File: src/rtl/br_lite_ni.sv
// BrLite local network interface: PE-side TX injector (valid/ready to req/ack)
// and RX receiver with a small circular FIFO toward the PE.
package br_lite_pkg;
    typedef struct packed {
        logic        clear;
        logic [15:0] seq_source;
        logic [7:0]  id;
        logic [31:0] payload;
    } br_data_t;
endpackage

module br_lite_ni
    import br_lite_pkg::*;
#(
    parameter logic [15:0] SEQ_ADDRESS   = 16'h0000,
    parameter int          RX_FIFO_DEPTH = 4
) (
    input  logic     clk_i,
    input  logic     rst_i,

    input  logic     tx_valid_i,
    output logic     tx_ready_o,
    input  br_data_t tx_flit_i,

    output logic     rx_valid_o,
    input  logic     rx_ready_i,
    output br_data_t rx_flit_o,

    output br_data_t br_flit_o,
    output logic     br_req_o,
    input  logic     br_ack_i,
    input  logic     br_busy_i,

    input  br_data_t br_flit_i,
    input  logic     br_req_i,
    output logic     br_ack_o
);

    localparam int AW = $clog2(RX_FIFO_DEPTH);
    localparam logic [AW:0] DEPTH_C = (AW+1)'(RX_FIFO_DEPTH);
    localparam int IDW = $bits(tx_flit_i.id);

    localparam logic [0:0] TX_IDLE = 1'b0;
    localparam logic [0:0] TX_REQ  = 1'b1;
    localparam logic [0:0] RX_IDLE = 1'b0;
    localparam logic [0:0] RX_ACK  = 1'b1;

    // ---------------- TX path ----------------
    logic [0:0]     tx_state;
    logic [IDW-1:0] id_cnt;
    br_data_t       tx_flit_q;
    logic           tx_accept;

    assign tx_ready_o = !rst_i && (tx_state == TX_IDLE) && !br_busy_i;
    assign tx_accept  = tx_valid_i && tx_ready_o;
    assign br_req_o   = (tx_state == TX_REQ);
    assign br_flit_o  = tx_flit_q;

    always_ff @(posedge clk_i) begin
        if (rst_i) begin
            tx_state <= TX_IDLE;
            id_cnt   <= '0;
        end else begin
            case (tx_state)
                TX_IDLE: begin
                    if (tx_accept) begin
                        tx_state <= TX_REQ;
                        id_cnt   <= id_cnt + IDW'(1);
                    end
                end
                TX_REQ: begin
                    // A router with a full CAM never acks; we simply keep requesting.
                    if (br_ack_i) tx_state <= TX_IDLE;
                end
                default: tx_state <= TX_IDLE;
            endcase
        end
    end

    // NOTE: datapath registers whose value is irrelevant until a valid/req
    // qualifies them are left unreset; only control state needs a known value.
    always_ff @(posedge clk_i) begin
        if (tx_accept) begin
            tx_flit_q            <= tx_flit_i;
            tx_flit_q.seq_source <= SEQ_ADDRESS;
            tx_flit_q.id         <= id_cnt;
            tx_flit_q.clear      <= 1'b0;
        end
    end

    // ---------------- RX path ----------------
    logic [0:0]    rx_state;
    logic [AW-1:0] wr_ptr;
    logic [AW-1:0] rd_ptr;
    logic [AW:0]   count;
    br_data_t      mem [RX_FIFO_DEPTH];
    logic          full;
    logic          rx_take;
    logic          push;
    logic          pop;

    // full comes from the registered count, so a same-cycle pop cannot make room.
    assign full       = (count == DEPTH_C);
    assign rx_take    = (rx_state == RX_IDLE) && br_req_i && (br_flit_i.clear || !full);
    assign push       = rx_take && !br_flit_i.clear;
    assign rx_valid_o = (count != '0);
    assign pop        = rx_valid_o && rx_ready_i;
    assign br_ack_o   = (rx_state == RX_ACK);
    assign rx_flit_o  = mem[rd_ptr];

    always_ff @(posedge clk_i) begin
        if (rst_i) begin
            rx_state <= RX_IDLE;
        end else begin
            case (rx_state)
                RX_IDLE: if (rx_take) rx_state <= RX_ACK;
                RX_ACK:  rx_state <= RX_IDLE;
                default: rx_state <= RX_IDLE;
            endcase
        end
    end

    always_ff @(posedge clk_i) begin
        if (rst_i) begin
            wr_ptr <= '0;
            rd_ptr <= '0;
            count  <= '0;
        end else begin
            if (push) wr_ptr <= wr_ptr + AW'(1);
            if (pop)  rd_ptr <= rd_ptr + AW'(1);
            case ({push, pop})
                2'b10:   count <= count + (AW+1)'(1);
                2'b01:   count <= count - (AW+1)'(1);
                default: count <= count;
            endcase
        end
    end

    always_ff @(posedge clk_i) begin
        if (push) mem[wr_ptr] <= br_flit_i;
    end

endmodule

File: config.mk
export PLATFORM = sky130hd
export DESIGN_NAME = br_lite_ni
export DESIGN_NICKNAME = d
export VERILOG_FILES = /design/src/rtl/br_lite_ni.sv
export SDC_FILE = /design/constraint.sdc
export NUM_CORES = 1
export LEC_CHECK = 0
export ABC_CLOCK_PERIOD_IN_PS = 8300
export CAP_MARGIN = 30
export CORE_UTILIZATION = 54
export CTS_CLUSTER_DIAMETER = 120
export DETAILED_ROUTE_END_ITERATION = 7
export HOLD_SLACK_MARGIN = 0.08
export PLACE_DENSITY = 0.85
export REMOVE_ABC_BUFFERS = 1
export SLEW_MARGIN = 20
export SYNTH_ARGS = -nofsm -noshare
export SYNTH_HDL_FRONTEND = slang
export SYNTH_SLANG_ARGS = --single-unit
File: constraint.sdc
create_clock -name clk_i -period 8.3 [get_ports clk_i]
set_input_delay 1.245 -clock clk_i [delete_from_list [all_inputs] [get_ports clk_i]]
set_output_delay 1.245 -clock clk_i [all_outputs]
set_load 0.005 [all_outputs]
* Word level (Yosys, flattened, before mapping)
Memories as Yosys holds them, arrays and structs flattened. A register that Yosys moved wholly into a read port is not among the register bits.
Index checks and enable logic that the tools add are counted.
** Operators by class
- Add/subtract/negate cells :: 5
- Equality and inequality tests :: 3
- Mux-type cells :: 10
- Bitwise gates (word level) :: 2
- Reduce and logical (&&, ||, !) cells :: 15
** Operators by type and width (number)
- 8-bit by 1-bit adder with 8-bit output (second input constant) :: 1
- 1-bit logical AND :: 7
- 3-bit case mux with 2 select lines :: 1
- 1-bit two-way mux :: 5
- 2-bit by 1-bit adder with 2-bit output (second input constant) :: 2
- 1-bit zero test :: 4
- 2-bit two-way mux :: 2
- 1-bit case mux with 2 select lines :: 2
- 3-bit by 1-bit adder with 3-bit output (second input constant) :: 1
- 3-bit == test (second input constant) :: 1
- 3-bit nonzero test :: 1
- 3-bit by 1-bit subtractor with 3-bit output (second input constant) :: 1
- 2-bit by 1-bit == test with 1-bit output (second input constant) :: 1
- 2-bit == test (second input constant) :: 1
- 1-bit inverter :: 2
- 2-bit AND reduction :: 1
- 2-bit nonzero test :: 1
- 1-bit logical OR :: 1
** Word-level totals
- Flip-flop bits (word level) :: 57
- Memory bits (writable) :: 228
- Bits of input ports :: 121
- Output and inout bits :: 118
- Logic and storage cells :: 44
- Memories :: 1
** Memories
- mem :: depth 4, bits a word 57, read ports 1, clocked after memory_dff 1, write ports 1, RTL line 96 : br_data_t mem [RX_FIFO_DEPTH];

* Logic depth before layout (Yosys ltp)
Gate-level depths: netlist (run 1).
- Depth in word-level cells :: 7
- Depth in mapped cells :: 9
- Gate-level depth less buffers :: 9

* Least setup slack after synthesis (run 1)
No wires, ideal clock.
- Path type :: input-to-reg
- Start :: input port br_flit_i[56] in the netlist's numbering
- End :: memory mem[0][0] in the netlist's numbering (enable)
- Setup time :: 0.421 ns
- Data arrival time :: 3.082 ns
- Required time :: 7.879 ns
- Path slack :: 4.797 ns
- Stages on the path :: 2
- Path buffers :: 0
- Path through :: nor3b_1 and3_1
** Between the ends
- Word-level cells in the longest chain between the ends :: 5
- Elaborated cells on any way between the ends :: 6
- Classes of those cells :: mux (2); reduce/logical (4)
** Ends and longest elaborated chain
- start, declared :: RTL line 34 : input br_data_t br_flit_i,
- 1-bit logical OR :: RTL line 104 : assign rx_take = (rx_state == RX_IDLE) && br_req_i && (br_flit_i.clear || !full);
- 1-bit logical AND :: RTL line 104
- 1-bit logical AND (*) :: RTL line 105 : assign push = rx_take && !br_flit_i.clear;
- 1-bit two-way mux (*) :: RTL line 140 : if (push) mem[wr_ptr] <= br_flit_i;
- 1-bit two-way mux (implied by the code) (*) :: RTL line 140
- end, declared :: RTL line 96
Every way passes the cells marked *; elsewhere a longest branch is shown, timed or not.

==> impl_metrics.yaml, run 1 <==
clock_network:
  cts-resized-gates: 0
  cts-root-buf: "clkbuf_16"
  clkTransAtPathRegs_ns: 0.06
  clkLatencyLatePin_ns: 0.53
  cts-buffers-inserted: 29
  cts_sinks: 287
  cts_tree: "built"
  cts_buffer_depth: 3
  postCtsHoldBufs: 0
  cts_setup_buffers: 0
  htree_levels: 1
job:
  cap_viol_max_count: 0
critical_path:
  path_max_fanout: 39
  crit_cells: 3
  ff2ff_setup_slack_ns: 5.80
  crit_path_cell_trace: "buf_4 -> mux4_2 -> clkdlybuf4s50_1"
  crit_path_end_kind: "output pin"
  path_buf_inv: 2
  critPathArrivalTime_ns: 2.95
  crit_type: "reg2out"
  endpoint: "rx_flit_o[18]"
  worstPathRequired_ns: 7.05
  cp_slowest_cell: "buf_4"
  r2r-end: "mem[2][39]"
  cp-start-kind: "flip-flop"
  cp_top_family: "buffers and inverters"
  r2r-start: "br_ack_o"
  max_stage_delay_ns: 0.69
  reg2reg_depth: 3
synthesis:
  yosysSeqAreaShare: 0.8060
  synthFlopType: "edfxtp_1"
  synth_compound_area_frac: 0.01125
  synth_area_leaders: "edfxtp_1 77%, mux4_2 12%, dfxtp_1 3.6%"
  syn-instance-count: 460
  synth-seq-cells: 287
  syn_area_um2: 10460
  yosys-mux-area-fraction: 0.1238
  synthArstFlopShare: 0
  synth_largest_area_cell: "edfxtp_1"
  yosysUniqueCellTypes: 35
  synth_adder_area_share: 0.009094
  synth-edff-count: 268
  yosys.area_share.simple: 0.02190
  netlist.area_leader.share: 0.7697
  synth_xor_xnor_area_share: 0.004188
  synth.avg_cell_area_um2: 22.73
  synth_top_family_by_area: "multiplexers"
  ys_warn_count: 0
finish:
  nNetsFinal: 804
  drive_gt1_frac: 0.1628
  fin_cells: 954
  utilization: 0.7170
  fillers: 1083
  layout-area-overhead-vs-synth_pct: 29.13
  regArea_um2: 8433
  multi_input_area_um2: 1849
  antenna_cells: 0
die:
  dieArea_um2: 19920
  die_h_um: 141.2
  dieWidth_um: 141.2
  initial_utilization: 0.5553
  rows: 50
  core_um2: 18830
  io-pin-count: 239
min_path:
  hp-class: "reg2reg"
timing:
  hold_viol_final: 0
  finalWorstSetupSlack_ns: 4.100
  layout_min_cycle_time_ns: 4.200
  slew_headroom: 0.4185
  slew_violations: 0
  setup_tns_ns: 0
  fmaxAchievable_mhz: 238.1
  period_share: 0.5060
  hold_ws_ns: 0.4672
  fin_worst_skew_ns: 0.01052
  rsz0062_at_grt: "false"
  setup_viol: 0
  tightest_slew_ns: 0.8709
drt:
  wire_per_inst_um: 21.14
  ant_nets: 0
  wl_um: 20170
  via_per_inst: 5.407
  dr.pass1.iters: 4
  route.detailed.drc: 0
  vias: 5158
  drtIter0Drc: 288
global_route:
  use_met2: 0.3434
  overflow: 0
  use_met3: 0.07099
  antenna_found_initial: 1
  grt_pass1_vias: 5571
  grtUsageTotal: 0.2053
  grt_pass1_wl_um: 30510
  busiest_layer: "met2"
  grt_start_max_net_pins: 58
  grt_util_met1: 0.2551
placement:
  dp.cells: 905
  portBuffers: 196
  hpwl_um: 12690
  routabilityCongestion: 0.8409
  dp_slack_ns: 4.105
pwr:
  p_per_area_nw_per_um2: 253.9
  ir_drop_mv: 0.1979
  leakage_uw: 0.004345
status:
  outcome: "finished clean"
placed cells by master (no fill, tap or decap), drive strengths merged:
| master | synthesis | layout |
|---|---|---|
| ha | 6 | 6 |
| nor3 | 1 | 1 |
| edfxtp | 268 | 268 |
| xor2 | 3 | 3 |
| clkbuf | 6 | 37 |
| nand3 | 6 | 6 |
| o31a | 1 | 1 |
| clkinv | 0 | 7 |
| and3 | 4 | 4 |
| clkinvlp | 0 | 3 |
| fa | 1 | 1 |
| a21oi | 7 | 7 |
| mux4 | 57 | 57 |
| or3 | 5 | 5 |
| nor4b | 1 | 1 |
| o21ai | 6 | 6 |
| nor2b | 1 | 1 |
| clkdlybuf4s50 | 0 | 196 |
| dfxtp | 19 | 19 |
| or3b | 2 | 2 |
| o311ai | 3 | 3 |
| xnor2 | 2 | 2 |
| buf | 27 | 6 |
| nor4 | 1 | 1 |
| or4b | 1 | 1 |
| inv | 9 | 10 |
| nor3b | 2 | 2 |
| bufinv | 0 | 1 |
| conb | 1 | 17 |
| o41ai | 2 | 2 |
| mux2 | 1 | 1 |
| nand2 | 6 | 6 |
| nor2 | 11 | 11 |
cells by family after synthesis:
| logic type | after synthesis |
|---|---|
| adder cells (fa/ha/maj) | 7 |
| buffers and inverters | 42 |
| XOR/XNOR | 5 |
| other | 1 |
| AND/OR/NAND/NOR | 41 |
| multiplexers | 58 |
| AO/OA/AOI/OAI | 19 |
| flip-flops | 287 |
worst min path at each step:
stage / startpoint / to / slack [ns] / cells past startpoint
floorplan: id_cnt[7] / br_flit_o[39] / 0.42 / 0
global placement: id_cnt[7] / br_flit_o[39] / 0.44 / 0
detailed placement: id_cnt[7] / br_flit_o[39] / 0.45 / 0
CTS: id_cnt[7] / br_flit_o[39] / 0.47 / 0
global route: id_cnt[7] / br_flit_o[39] / 0.48 / 0
finish: id_cnt[7] / br_flit_o[39] / 0.47 / 0
cell usage after synthesis (2+ instances only):
cell,count
edfxtp_1,268
nand2_1,6
buf_2,6
buf_1,2
nor3b_1,2
o311ai_1,2
or3_1,5
o21ai_1,3
and3_1,4
clkbuf_1,6
or3b_2,2
nor2_1,11
a21oi_1,7
o21ai_0,3
dfxtp_1,19
buf_6,2
inv_1,8
buf_4,17
mux4_2,57
ha_1,6
o41ai_1,2
xnor2_1,2
xor2_1,3
nand3_1,6
power breakdown:
part / internal, uW / switching (uW) / leakage, uW
combinational: 373 / 215 / 0.00134
clock: 671 / 494 / 0.000409
sequential: 1630 / 42.0 / 0.00259
total: 2680 / 751 / 0.00434
worst register-to-register path: stages (launching register included):
cell and delay, ns:
dfxtp_1 0.33, nor3b_1 0.52, and3_2 0.73, buf_4 0.55
sequential cells by signal, indices dropped and copies added, names as in the netlist, named ones only:
register,cells
mem,228
br_flit_o,40
id_cnt,8
count,3
rd_ptr,2
wr_ptr,2
br_ack_o,1
br_req_o,1
metal layers:
layer,vias up,part of all wire
met1,2592,0.39
met4,2,0.026
met3,37,0.092
met2,239,0.49
met5,-,0.00045
li1,2288,-
area by class of cell:
type / count / area share
repair buffers: 202 / 0.1486
flip-flops and latches: 287 / 0.6246
well taps: 260 / 0.02409
clock inverters: 12 / 0.007228
clock buffers: 37 / 0.05597
multi-input cells: 147 / 0.1370
inverters: 9 / 0.002502
per-stage QoR:
stage                     cell area, um^2  power [uW]
final                               13500        3429
after global placement              12650        2286
after global routing                13500        3568
after detailed placement            12650        2303
after floorplan                     10310        1992
after CTS                           13500        3476
(Power assumes the default switching activity.)
==> inputs of run 2 (changes only) <==
Settings changed: ABC_CLOCK_PERIOD_IN_PS 8300 to 3800, CORE_UTILIZATION 54 to 45, PLACE_DENSITY 0.85 to 0.76.
Clock period 8.3 ns to 3.8 ns, I/O delays scaled along.
==> impl_metrics.yaml, run 2 (synthesized netlist as in run 1, its figures left out) <==
status:
  outcome: "finished clean"
timing:
  slew_violations: 0
  fin_worst_skew_ns: 0.01536
  layout_min_cycle_time_ns: 3.181
  period_share: 0.8371
  hold_viol_final: 0
  fmaxAchievable_mhz: 314.4
  rsz0062_at_grt: "false"
  setup_tns_ns: 0
  tightest_slew_ns: 0.8629
  setup_viol: 0
  slew_headroom: 0.4247
finish:
  layout-area-overhead-vs-synth_pct: 31.29
  top_register: "mem"
  final_cell_mix: "268 x edfxtp_1, 196 x clkdlybuf4s50_1, 57 x mux4_2, 31 x clkbuf_16"
  nNetsFinal: 811
  drive_gt1_frac: 0.1827
  largest_reg_flops: 228
  antenna_cells: 0
  final_area_um2: 13730
  layout.cells.most_common: "edfxtp_1"
global_route:
  use_met3: 0.05464
  grt_pass1_wl_um: 30990
  busiest_layer: "met2"
  grt_pass1_vias: 5663
  antenna_found_initial: 1
  overflow: 0
  grt_util_met1: 0.1935
  grtUsageTotal: 0.1720
  use_met2: 0.3148
  grt_start_max_net_pins: 58
die:
  core_um2: 22710
  die_h_um: 154.4
  initial_utilization: 0.4604
  rows: 55
  io-pin-count: 239
  dieWidth_um: 154.4
  dieArea_um2: 23850
critical_path:
  critPathArrivalTime_ns: 2.61
  crit_type: "reg2out"
  ff2ff_setup_slack_ns: 1.53
  worstPathRequired_ns: 3.23
  crit_path_end_kind: "output pin"
  path_max_fanout: 18
  cp-start-kind: "flip-flop"
job:
  cap_viol_max_count: 0
clock_network:
  clkTransAtPathRegs_ns: 0.06
  htree_levels: 1
  cts-root-buf: "clkbuf_16"
  cts-resized-gates: 0
  cts_buffer_depth: 3
  cts-buffers-inserted: 29
  cts_sinks: 287
  postCtsHoldBufs: 0
  clkLatencyLatePin_ns: 0.54
  cts_setup_buffers: 0
  cts_tree: "built"
placement:
  portBuffers: 196
  dpl-instance-area_um2: 12760
  routabilityCongestion: 0.8224
  hpwl_um: 12970
drt:
  wl_um: 20220
  dr.pass1.iters: 4
  wire_per_inst_um: 20.40
  vias: 5155
  route.detailed.drc: 0
  via_per_inst: 5.202
  ant_nets: 0
  drtIter0Drc: 232
pwr:
  p_per_area_nw_per_um2: 567.0
  ir_drop_mv: 0.3203
  leakage_uw: 0.004453
min_path:
  hp-class: "reg2reg"
-- run 2: worst max-delay path: stages (launching register included) --
cell and delay, ns:
dfxtp_4 0.58, buf_4 0.42, mux4_2 0.56, clkdlybuf4s50_1 0.49
-- run 2: power breakdown --
part / switching [uW] / total (uW) / internal [uW]
clock network: 1160 / 2820 / 1660
registers: 109 / 3670 / 3560
logic: 456 / 1290 / 837
total: 1720 / 7780 / 6060
-- run 2: worst paths after layout --
check / from / end / depth (start not counted)
max: flip-flop / rx_flit_o[39] / 3
min: id_cnt[7] / br_flit_o[39] / 0
max reg2reg: br_ack_o / mem[3][11] / 3
min reg2reg: id_cnt[7] / br_flit_o[39] / 0
-- run 2: metrics by stage --
stage | cells | utilization | worst slack, ns | hold slack (ns) | power [uW]
detailed placement | 937 | 0.5620 | 0.6620 | 0.4525 | 5069
CTS | 991 | 0.6045 | 0.5015 | 0.4792 | 7893
global placement | 937 | 0.5620 | 0.7976 | 0.4446 | 5038
floorplan | 443 | - | 0.1238 | 0.4231 | 4351
global route | 991 | 0.6045 | 0.4323 | 0.5054 | 8070
finish | 991 | 0.6045 | 0.6191 | 0.4687 | 7784
-- run 2: per-layer routing --
layer  up-vias  routed length, um  share of wire
met2       227              10580           0.52
met4         0                403          0.020
met5         -                  0              0
met1      2588               7442           0.37
li1       2305                  -              -
met3        35               1796          0.089
-- run 2: final cells by class --
| cell class | count | area [um^2] |
|---|---|---|
| fill | 1608 | 8981 |
| multi-input combinational | 147 | 1864 |
| inverter | 9 | 33.78 |
| timing repair buffer | 209 | 2072 |
| clock inverter | 18 | 151.4 |
| sequential | 287 | 8436 |
| clock buffer | 36 | 814.5 |
| tap | 285 | 356.6 |
==> inputs of run 3 (changes only) <==
Settings changed: ABC_CLOCK_PERIOD_IN_PS 3800 to 2800.
Clock period 3.8 ns to 2.8 ns, I/O delays scaled along.
==> impl_metrics.yaml, run 3 (synthesized netlist as in run 1, its figures left out) <==
drt:
  drtIter0Drc: 307
  wire_per_inst_um: 20.10
  route.detailed.drc: 0
  via_per_inst: 5.147
  vias: 5132
  ant_nets: 0
  dr.pass1.iters: 4
  wl_um: 20040
pwr:
  power_frac_seq: 0.464
  leakage_uw: 0.004502
  p_int_uw: 8322
  comb_power_share: 0.176
  switching_power_uw: 2292
  p_sw_frac: 0.2159
  ir_drop_mv: 0.4754
  p_per_area_nw_per_um2: 763.9
  pwr-share-clk: 0.361
global_route:
  grt_pass1_vias: 5682
  overflow: 0
  grt_start_max_net_pins: 44
  grtUsageTotal: 0.1750
  grt_pass1_wl_um: 31730
  antenna_found_initial: 1
finish:
  fin_cells: 997
  fillers: 1596
  top_register: "mem"
  largest_reg_flops: 228
  nNetsFinal: 817
  final_area_um2: 13890
  layout-area-overhead-vs-synth_pct: 32.88
  drive_gt1_frac: 0.1800
  utilization: 0.6118
  final_cell_mix: "268 x edfxtp_1, 196 x clkdlybuf4s50_1, 57 x mux4_2, 29 x clkbuf_16"
  layout.cells.most_common: "edfxtp_1"
timing:
  fmaxAchievable_mhz: 368.4
  rsz0062_at_grt: "true"
  setup_viol: 0
  slew_violations: 0
  period_share: 0.9694
  setup_tns_ns: 0
  hold_ws_ns: 0.4414
  hold_viol_final: 0
  layout_min_cycle_time_ns: 2.714
  fin_worst_skew_ns: 0.008491
clock_network:
  clkTransAtPathRegs_ns: 0.06
  htree_levels: 1
  cts-root-buf: "clkbuf_16"
  cts-buffers-inserted: 29
  clkLatencyLatePin_ns: 0.53
  cts_tree: "built"
  cts_buffer_depth: 3
  cts_sinks: 287
critical_path:
  crit_path_end_kind: "output pin"
  r2r-end: "count[2]"
  critPathArrivalTime_ns: 2.29
  r2r-start: "count[2]"
  reg2reg_depth: 9
  ff2ff_setup_slack_ns: 0.51
  crit_path_cell_trace: "buf_4 -> mux4_2 -> clkdlybuf4s50_1"
  endpoint: "rx_flit_o[24]"
  max_stage_delay_ns: 0.57
  worstPathRequired_ns: 2.38
  cp_slowest_cell: "mux4_2"
  cp-start-kind: "flip-flop"
  path_max_fanout: 14
  crit_type: "reg2out"
min_path:
  hp-class: "in2reg"
die:
  rows: 55
  initial_utilization: 0.4604
  die_h_um: 154.4
  core_um2: 22710
  io-pin-count: 239
  dieWidth_um: 154.4
  dieArea_um2: 23850
job:
  cap_viol_max_count: 0
placement:
  dp.cells: 943
  hpwl_um: 13100
  dpl-instance-area_um2: 12930
  routabilityCongestion: 0.8250
  portBuffers: 196
status:
  outcome: "finished clean"
[run 3: area by class of cell]
| class | instances | area (um^2) | area share |
|---|---|---|---|
| clock buffer | 36 | 772.0 | 0.05556 |
| clock inverter | 17 | 183.9 | 0.01324 |
| antenna | 1 | 2.502 | 0.0001801 |
| sequential | 287 | 8436 | 0.6071 |
| timing repair buffer | 215 | 2246 | 0.1616 |
| tap | 285 | 356.6 | 0.02566 |
| inverter | 9 | 33.78 | 0.002431 |
| multi-input combinational | 147 | 1864 | 0.1342 |
[run 3: worst min path at each step]
stage / endpoint / from / slack (ns) / cells past startpoint
after floorplan: br_flit_o[39] / id_cnt[7] / 0.42 / 0
after global placement: br_flit_o[39] / id_cnt[7] / 0.45 / 0
after detailed placement: br_flit_o[39] / id_cnt[7] / 0.47 / 0
after CTS: br_flit_o[3] / tx_flit_i[3] / 0.41 / 1
after global routing: br_flit_o[5] / tx_flit_i[5] / 0.42 / 1
final: br_flit_o[9] / tx_flit_i[9] / 0.44 / 1
[run 3: timing repair]
action,CTS,global route
hold buffers,0,0
endpoints found under the setup margin,0,13
setup buffers,0,0
gates resized for setup,0,1
[run 3: stage by stage]
step	setup slack, ns	total power, uW
floorplan	-0.7262	5904
global placement	0.2412	6866
detailed placement	0.06564	6911
CTS	0.01514	10760
global route	-0.01983	11040
finish	0.08558	10610
[run 3: metal layers]
layer	track usage	share of wire
met4	0.04432	0.014
met3	0.06220	0.10
met5	0	0
met2	0.3032	0.50
met1	0.2082	0.38
[run 3: power by group through the flow]
stage	clock network, uW	logic (uW)	registers (uW)
2_1_floorplan	0	760	5140
3_3_place_gp	0	1860	5010
3_5_place_dp	0	1890	5020
4_1_cts	3920	1910	4930
5_1_grt	4090	2010	4940
6_report	3830	1860	4920
[run 3: worst max-delay path, delay by kind of cell, from the launching register on]
family                 cells  cell delay [ns]
buffers and inverters      2             0.77
multiplexers               1             0.57
flip-flops                 1             0.42
